`src/rtl/matrix_proc_pkg.sv`:
```
// Shared types and constants for the matrix processor datapath.
package matrix_proc_pkg;

    // Writeback sequencer states.
    typedef enum logic [1:0] {
        IDLE   = 2'd0,
        ACTIVE = 2'd1,
        DONE   = 2'd2
    } writer_state_t;

    // Each work item produces this many dot-product result words.
    localparam int RESULTS_PER_WI = 4;

endpackage

```
`src/rtl/matrix_result_writer_if.sv`:
```
// Memory write-request bus between the result writer and the memory system.
//
// Handshake: a request transfers on a rising clk edge where mem_req_valid and
// mem_req_ready are both high. Once mem_req_valid rises, mem_req_addr and
// mem_req_data hold stable until that edge. mem_req_valid never depends
// combinationally on mem_req_ready.
interface matrix_result_writer_if #(
    parameter int ADDR_W = 16,
    parameter int DATA_W = 32
);
    logic              mem_req_valid;
    logic              mem_req_ready;
    logic [ADDR_W-1:0] mem_req_addr;
    logic [DATA_W-1:0] mem_req_data;

    modport master (
        output mem_req_valid,
        output mem_req_addr,
        output mem_req_data,
        input  mem_req_ready
    );

    modport slave (
        input  mem_req_valid,
        input  mem_req_addr,
        input  mem_req_data,
        output mem_req_ready
    );
endinterface

```
`src/rtl/matrix_result_writer_fifo.sv`:
```
// Small synchronous result buffer. Head is read straight from the array so a
// word written into an empty buffer is visible the cycle after the push.
// A push while full is taken only when a pop frees the slot in the same cycle.
module result_fifo #(
    parameter int DATA_W = 32,
    parameter int DEPTH  = 8
) (
    input  logic              clk,
    input  logic              rst_n,
    input  logic              push,
    input  logic [DATA_W-1:0] push_data,
    input  logic              pop,
    output logic [DATA_W-1:0] head,
    output logic              full,
    output logic              empty
);
    localparam int AW = $clog2(DEPTH);

    logic [DATA_W-1:0] mem [DEPTH];
    logic [AW:0]       wr_ptr;
    logic [AW:0]       rd_ptr;
    logic              do_push;
    logic              do_pop;

    // Extra pointer bit tells full from empty when the indices coincide.
    assign empty   = (wr_ptr == rd_ptr);
    assign full    = (wr_ptr[AW] != rd_ptr[AW]) && (wr_ptr[AW-1:0] == rd_ptr[AW-1:0]);
    assign do_pop  = pop && !empty;
    assign do_push = push && (!full || do_pop);
    assign head    = mem[rd_ptr[AW-1:0]];

    // Advance read/write pointers; reset empties the buffer.
    always_ff @(posedge clk) begin
        if (!rst_n) begin
            wr_ptr <= '0;
            rd_ptr <= '0;
        end else begin
            if (do_push) wr_ptr <= wr_ptr + {{AW{1'b0}}, 1'b1};
            if (do_pop)  rd_ptr <= rd_ptr + {{AW{1'b0}}, 1'b1};
        end
    end

    // Storage array; contents need no reset since empty gates every read.
    always_ff @(posedge clk) begin
        if (do_push) mem[wr_ptr[AW-1:0]] <= push_data;
    end

endmodule

```
`src/rtl/matrix_result_writer.sv`:
```
// Writeback end of the matrix datapath: buffers result words, writes them to
// sequential addresses from a latched base, and pulses done once the whole job
// (wi_count * RESULTS_PER_WI words) has been accepted by memory.
module matrix_result_writer
    import matrix_proc_pkg::*;
#(
    parameter int DATA_W     = 32,
    parameter int ADDR_W     = 16,
    parameter int WI_W       = 8,
    parameter int FIFO_DEPTH = 8
) (
    input  logic                   clk,
    input  logic                   rst_n,
    input  logic                   start,
    input  logic [ADDR_W-1:0]      base_addr,
    input  logic [WI_W-1:0]        wi_count,
    input  logic                   in_valid,
    input  logic [DATA_W-1:0]      in_data,
    matrix_result_writer_if.master mem,
    output logic                   busy,
    output logic                   done,
    output logic                   overflow,
    output writer_state_t          dbg_state
);
    // Job totals are wi_count * 4, which needs two extra bits.
    localparam int TOT_W = WI_W + 2;
    localparam logic [TOT_W-1:0] CNT_ONE = {{(TOT_W-1){1'b0}}, 1'b1};

    writer_state_t     state;
    writer_state_t     next_state;
    logic [ADDR_W-1:0] base_q;
    logic [TOT_W-1:0]  total_q;
    logic [TOT_W-1:0]  rx_cnt;
    logic [TOT_W-1:0]  tx_cnt;
    logic              overflow_q;

    logic              active;
    logic              accept_start;
    logic              push;
    logic              pop;
    logic              drop;
    logic              req_valid;
    logic [DATA_W-1:0] fifo_head;
    logic              fifo_full;
    logic              fifo_empty;

    assign active       = (state == ACTIVE);
    assign accept_start = (state == IDLE) && start;
    assign req_valid    = active && !fifo_empty;
    assign pop          = req_valid && mem.mem_req_ready;
    // A word is taken only while the job still expects results and there is
    // room, counting a slot freed by a same-cycle pop.
    assign push         = active && in_valid && (rx_cnt != total_q) && (!fifo_full || pop);
    assign drop         = active && in_valid && !push;

    result_fifo #(
        .DATA_W (DATA_W),
        .DEPTH  (FIFO_DEPTH)
    ) u_fifo (
        .clk       (clk),
        .rst_n     (rst_n),
        .push      (push),
        .push_data (in_data),
        .pop       (pop),
        .head      (fifo_head),
        .full      (fifo_full),
        .empty     (fifo_empty)
    );

    // State register.
    always_ff @(posedge clk) begin
        if (!rst_n) state <= IDLE;
        else        state <= next_state;
    end

    // Next-state and status outputs.
    always_comb begin
        next_state = state;
        busy       = 1'b0;
        done       = 1'b0;
        case (state)
            IDLE: begin
                if (start) next_state = (wi_count == '0) ? DONE : ACTIVE;
            end
            ACTIVE: begin
                busy = 1'b1;
                if (pop && ((tx_cnt + CNT_ONE) == total_q)) next_state = DONE;
            end
            DONE: begin
                done       = 1'b1;
                next_state = IDLE;
            end
            default: next_state = IDLE;
        endcase
    end

    // Job parameters, result counters and sticky overflow.
    always_ff @(posedge clk) begin
        if (!rst_n) begin
            base_q     <= '0;
            total_q    <= '0;
            rx_cnt     <= '0;
            tx_cnt     <= '0;
            overflow_q <= 1'b0;
        end else if (accept_start) begin
            base_q     <= base_addr;
            total_q    <= TOT_W'(wi_count) * TOT_W'(RESULTS_PER_WI);
            rx_cnt     <= '0;
            tx_cnt     <= '0;
            overflow_q <= 1'b0;
        end else begin
            if (push) rx_cnt     <= rx_cnt + CNT_ONE;
            if (pop)  tx_cnt     <= tx_cnt + CNT_ONE;
            if (drop) overflow_q <= 1'b1;
        end
    end

    // Address wraps modulo 2^ADDR_W; data is zero whenever no request is up.
    assign mem.mem_req_valid = req_valid;
    assign mem.mem_req_addr  = base_q + ADDR_W'(tx_cnt);
    assign mem.mem_req_data  = req_valid ? fifo_head : '0;
    assign overflow          = overflow_q;
    assign dbg_state         = state;

endmodule

```
`src/flat_wrapper.sv`:
```
// flat-port wrapper written by rule: the top's interface ports become plain ports
module matrix_result_writer_flat import matrix_proc_pkg::*;
#(
    parameter int DATA_W     = 32,
    parameter int ADDR_W     = 16,
    parameter int WI_W       = 8,
    parameter int FIFO_DEPTH = 8
)
  (clk, rst_n, start, base_addr, wi_count, in_valid, in_data, busy, done, overflow, dbg_state, mem_mem_req_valid, mem_mem_req_addr, mem_mem_req_data, mem_mem_req_ready);
  matrix_result_writer_if #(.ADDR_W(ADDR_W), .DATA_W(DATA_W)) mem_i ();
  input  logic clk;
  input  logic rst_n;
  input  logic start;
  input  logic [ADDR_W-1:0] base_addr;
  input  logic [WI_W-1:0] wi_count;
  input  logic in_valid;
  input  logic [DATA_W-1:0] in_data;
  output logic busy;
  output logic done;
  output logic overflow;
  output writer_state_t dbg_state;
  output wire logic [$bits(mem_i.mem_req_valid)-1:0] mem_mem_req_valid;
  output wire logic [$bits(mem_i.mem_req_addr)-1:0] mem_mem_req_addr;
  output wire logic [$bits(mem_i.mem_req_data)-1:0] mem_mem_req_data;
  input wire logic [$bits(mem_i.mem_req_ready)-1:0] mem_mem_req_ready;
  assign mem_mem_req_valid = mem_i.mem_req_valid;
  assign mem_mem_req_addr = mem_i.mem_req_addr;
  assign mem_mem_req_data = mem_i.mem_req_data;
  assign mem_i.mem_req_ready = mem_mem_req_ready;
  matrix_result_writer #(.DATA_W(DATA_W), .ADDR_W(ADDR_W), .WI_W(WI_W), .FIFO_DEPTH(FIFO_DEPTH)) u_core (.clk(clk), .rst_n(rst_n), .start(start), .base_addr(base_addr), .wi_count(wi_count), .in_valid(in_valid), .in_data(in_data), .mem(mem_i), .busy(busy), .done(done), .overflow(overflow), .dbg_state(dbg_state));
endmodule
```
`config.mk`:
```
export PLATFORM = sky130hd
export DESIGN_NAME = matrix_result_writer_flat
export DESIGN_NICKNAME = d
export VERILOG_FILES = /design/src/rtl/matrix_proc_pkg.sv /design/src/rtl/matrix_result_writer_if.sv /design/src/rtl/matrix_result_writer_fifo.sv /design/src/rtl/matrix_result_writer.sv /design/src/flat_wrapper.sv
export SDC_FILE = /design/constraint.sdc
export NUM_CORES = 1
export LEC_CHECK = 0
export BUFFER_PORTS_ARGS = -buffer_cell sky130_fd_sc_hd__buf_2
export CORE_UTILIZATION = 64
export CTS_CLUSTER_DIAMETER = 60
export DETAILED_ROUTE_END_ITERATION = 8
export MAX_ROUTING_LAYER = met4
export PLACE_DENSITY = 0.85
export SLEW_MARGIN = 25
export SYNTH_ARGS = -nofsm -noshare
export SYNTH_HDL_FRONTEND = slang
export SYNTH_SLANG_ARGS = --single-unit
```
`constraint.sdc`:
```
create_clock -name clk -period 11.3 [get_ports clk]
set_clock_uncertainty 0.1 [all_clocks]
set_input_delay 1.13 -clock clk [delete_from_list [all_inputs] [get_ports clk]]
set_output_delay 1.13 -clock clk [all_outputs]
set_load 0.005 [all_outputs]
```
==> metrics.txt <==
overall fraction of global-route tracks in use 27.8%; height of the chip 145 um; final count of hold timing violations 0; clock latency reported for the late side of the worst-skew pair 540 ps; CTS tree yes; Worst EP required 10,070 ps; RSZ-0062 raised after global routing false; Remaining DRCs 0; Peak Freq 0.230 GHz; minimum period implied by the final worst setup slack 4350 ps; Reg power frac 52.4%; number of detailed-routing iterations run before antenna repair 5; post-synth top area share 58.7%; number of warnings reported in the yosys synthesis log 0; mux contribution to synthesized area 13.5%; area of the die 21,000 um^2; Clock Power Share 42.9%; parity-gate share of the synthesized area counting xor and xnor cells 3.78%; Finish-stage setup viols 0; root buffer selected by CTS sky130_fd_sc_hd__clkbuf_16; worst relative slew slack 38.3%; switching power share of the total 20.0%; Max Buffers Root-to-Sink 3; via count of the first global-routing pass 7,826; number of flip-flops and latches in the synthesized netlist 314; Distinct cells, synth 56; die boundary width 145 um; pin count of the biggest net entering global routing 65; number of violations reported at the end of detailed-routing iteration 0 520; Int Pwr 1.95 mW; cell area after placement 14,000 um^2; nets 1,024; initial antenna violation count 2; vias per cell 6.08; count of pins on the block boundary 115; Worst Path Class, Setup flip-flop to output pin; adder-cell area share of the yosys netlist 1.68%; Sum Neg Setup Slack 0 ps; Setup crit end kind output pin; DRT Wirelength 27,700 um; count of vias placed by the detailed router 7,519; leading area contributor after synthesis sky130_fd_sc_hd__edfxtp_1; largest family of logic cells by synthesized area multiplexers; cell with the most instances after synthesis sky130_fd_sc_hd__edfxtp_1; count of clock tree sinks 314; antenna violation net count after detailed routing 0; worst-margin pin slew 926 ps; core area 19,800 um^2; summed area of non-filler cells in the final layout 15,000 um^2; most instantiated cells after synthesis 256 x sky130_fd_sc_hd__edfxtp_1, 80 x sky130_fd_sc_hd__nand2_1, 64 x sky130_fd_sc_hd__mux4_2; proportion of layout cells with a drive suffix above 1 26.7%; hold_buf cts 0; Critical Path Slowest Stage Cell sky130_fd_sc_hd__a41oi_1; run status finished clean; clock transition at the registers of the reported paths 60 ps; Synth async-reset ratio 0%; Seq/Total Area, Yosys 67.5%; syn avg cell area 15.9 um^2; minimum setup slack among reg-to-reg paths 7910 ps; Port Buffer Count 114; total CTS buffers 30; combinational fraction of design power 4.7%; Max rail drop VDD 0.000132 V; CP max FO 8; fin crit share 38.5%; mapped cell area 13,100 um^2; global-route wire length before repair 42,900 um; max-slew violation count 0; class of the most critical hold timing path flip-flop to flip-flop; Starting Density 66.2%; pwr/cell area 162 nW/um^2; endpoint arrival time on the critical path 3120 ps; number of maximum-capacitance constraint violations 0; total overflow reported by the global router 0; leakage power summed over all cells 5.24 nW; Compound-Gate Fraction of Synth Area 3.69%; Syn Inst Count 824; net count after synthesis 902; post-detailed-placement half-perimeter wirelength 15,900 um; routed length per instance 22.4 um; EDFF count, synth 256; sw power 0.487 mW; Synth Flop Type sky130_fd_sc_hd__edfxtp_1; area growth from synthesis to final layout 14.8%; simple logic cell fraction of the synthesized area 8.01%; kind of start point of the critical path flip-flop; # H-tree levels 1; synth top area cells sky130_fd_sc_hd__edfxtp_1 59%, sky130_fd_sc_hd__mux4_2 11%, sky130_fd_sc_hd__dfxtp_1 8.9%; Critical Path Max Stage Delay 600 ps; Post-CTS Resized 0; worst path cell trace ha_1 -> a21o_1 -> a21oi_1 -> o21ai_0 -> a41oi_1 -> mux2i_1 -> o311ai_0 -> buf_2; final RePlAce weighted congestion 0.846; Post-CTS Setup Repair Bufs 0; Std-Cell Rows 51
## logic make-up after synthesis
group           Yosys count
buf+inv                  54
flops                   314
xor+xnor                 55
compound gates           67
fa+ha+maj                17
mux                      97
simple gates            220
## power groups by stage
stage                     combinational, mW  clock [mW]  sequential, mW
after detailed placement              0.113           0            1.30
after CTS                             0.115        1.06            1.28
after global routing                  0.125        1.10            1.28
after global placement                0.108           0            1.30
after floorplan                      0.0697           0            1.30
final                                 0.114        1.05            1.28
## worst paths after layout
path,from,to,depth (start not counted)
max,u_core.tx_cnt[1]$_SDFFE_PP0N_,mem_mem_req_addr[13],8
min,u_core.base_q[3]$_SDFFE_PN0P_,u_core.base_q[3]$_SDFFE_PN0P_,2
max reg2reg,u_core.u_fifo.wr_ptr[0]$_SDFFE_PN0P_,u_core.u_fifo.mem[3][4]$_DFFE_PP_,6
min reg2reg,u_core.base_q[3]$_SDFFE_PN0P_,u_core.base_q[3]$_SDFFE_PN0P_,2
## worst max-delay path, delay by kind of cell, from the launching register on
kind	cells	cell delay, ps
flops	1	510
buf+inv	1	160
compound gates	5	1370
mux	1	240
fa+ha+maj	1	300
## cell type report
class	instances	area, um^2
timing repair buffer	132	706
tap	265	332
antenna	2	5.00
inverter	12	45.0
sequential	314	8850
clock inverter	17	236
fill	1161	4740
clock buffer	38	802
multi-input combinational	456	4060
## routing by layer
| metal | wire [um] | share of wire (%) | global-route usage, % |
|---|---|---|---|
| met2 | 14400 | 52 | 47.2 |
| met3 | 1780 | 6.4 | 3.93 |
| met5 | 0 | 0 | - |
| met1 | 10800 | 39 | 34.6 |
| met4 | 760 | 2.7 | 9.37 |
## state kept, by name (all words and copies together) (netlist names), 2 cells and up, named ones only
register / flops
u_core.base_q: 16
u_core.dbg_state: 2
u_core.rx_cnt: 10
u_core.total_q: 8
u_core.tx_cnt: 10
u_core.u_fifo.mem: 256
u_core.u_fifo.rd_ptr: 4
u_core.u_fifo.wr_ptr: 4
## cells in the final DEF (no fill, tap or decap), drive strengths merged, types with 12 or more instances in the layout
| master | netlist | layout |
|---|---|---|
| dfxtp | 58 | 58 |
| edfxtp | 256 | 256 |
| nor2 | 59 | 59 |
| nand2 | 81 | 81 |
| ha | 16 | 16 |
| buf | 20 | 132 |
| mux4 | 64 | 64 |
| and2 | 12 | 12 |
| xor2 | 28 | 28 |
| nand4 | 12 | 12 |
| mux2i | 33 | 33 |
| a21boi | 26 | 26 |
| inv | 12 | 12 |
| xnor2 | 26 | 26 |
| clkbuf | 22 | 38 |
## per-stage QoR
stage	hold WS, ps	power, mW	instances	utilization [%]	setup WS [ps]
after floorplan	347	1.37	824	-	5710
after detailed placement	364	1.41	1179	70.8	7550
after global placement	355	1.41	1179	70.8	7550
after CTS	372	2.45	1234	76.0	6940
after global routing	399	2.50	1236	76.0	6700
final	370	2.44	1236	76.0	6950
Note: power is estimated with default switching activity, not from simulation.
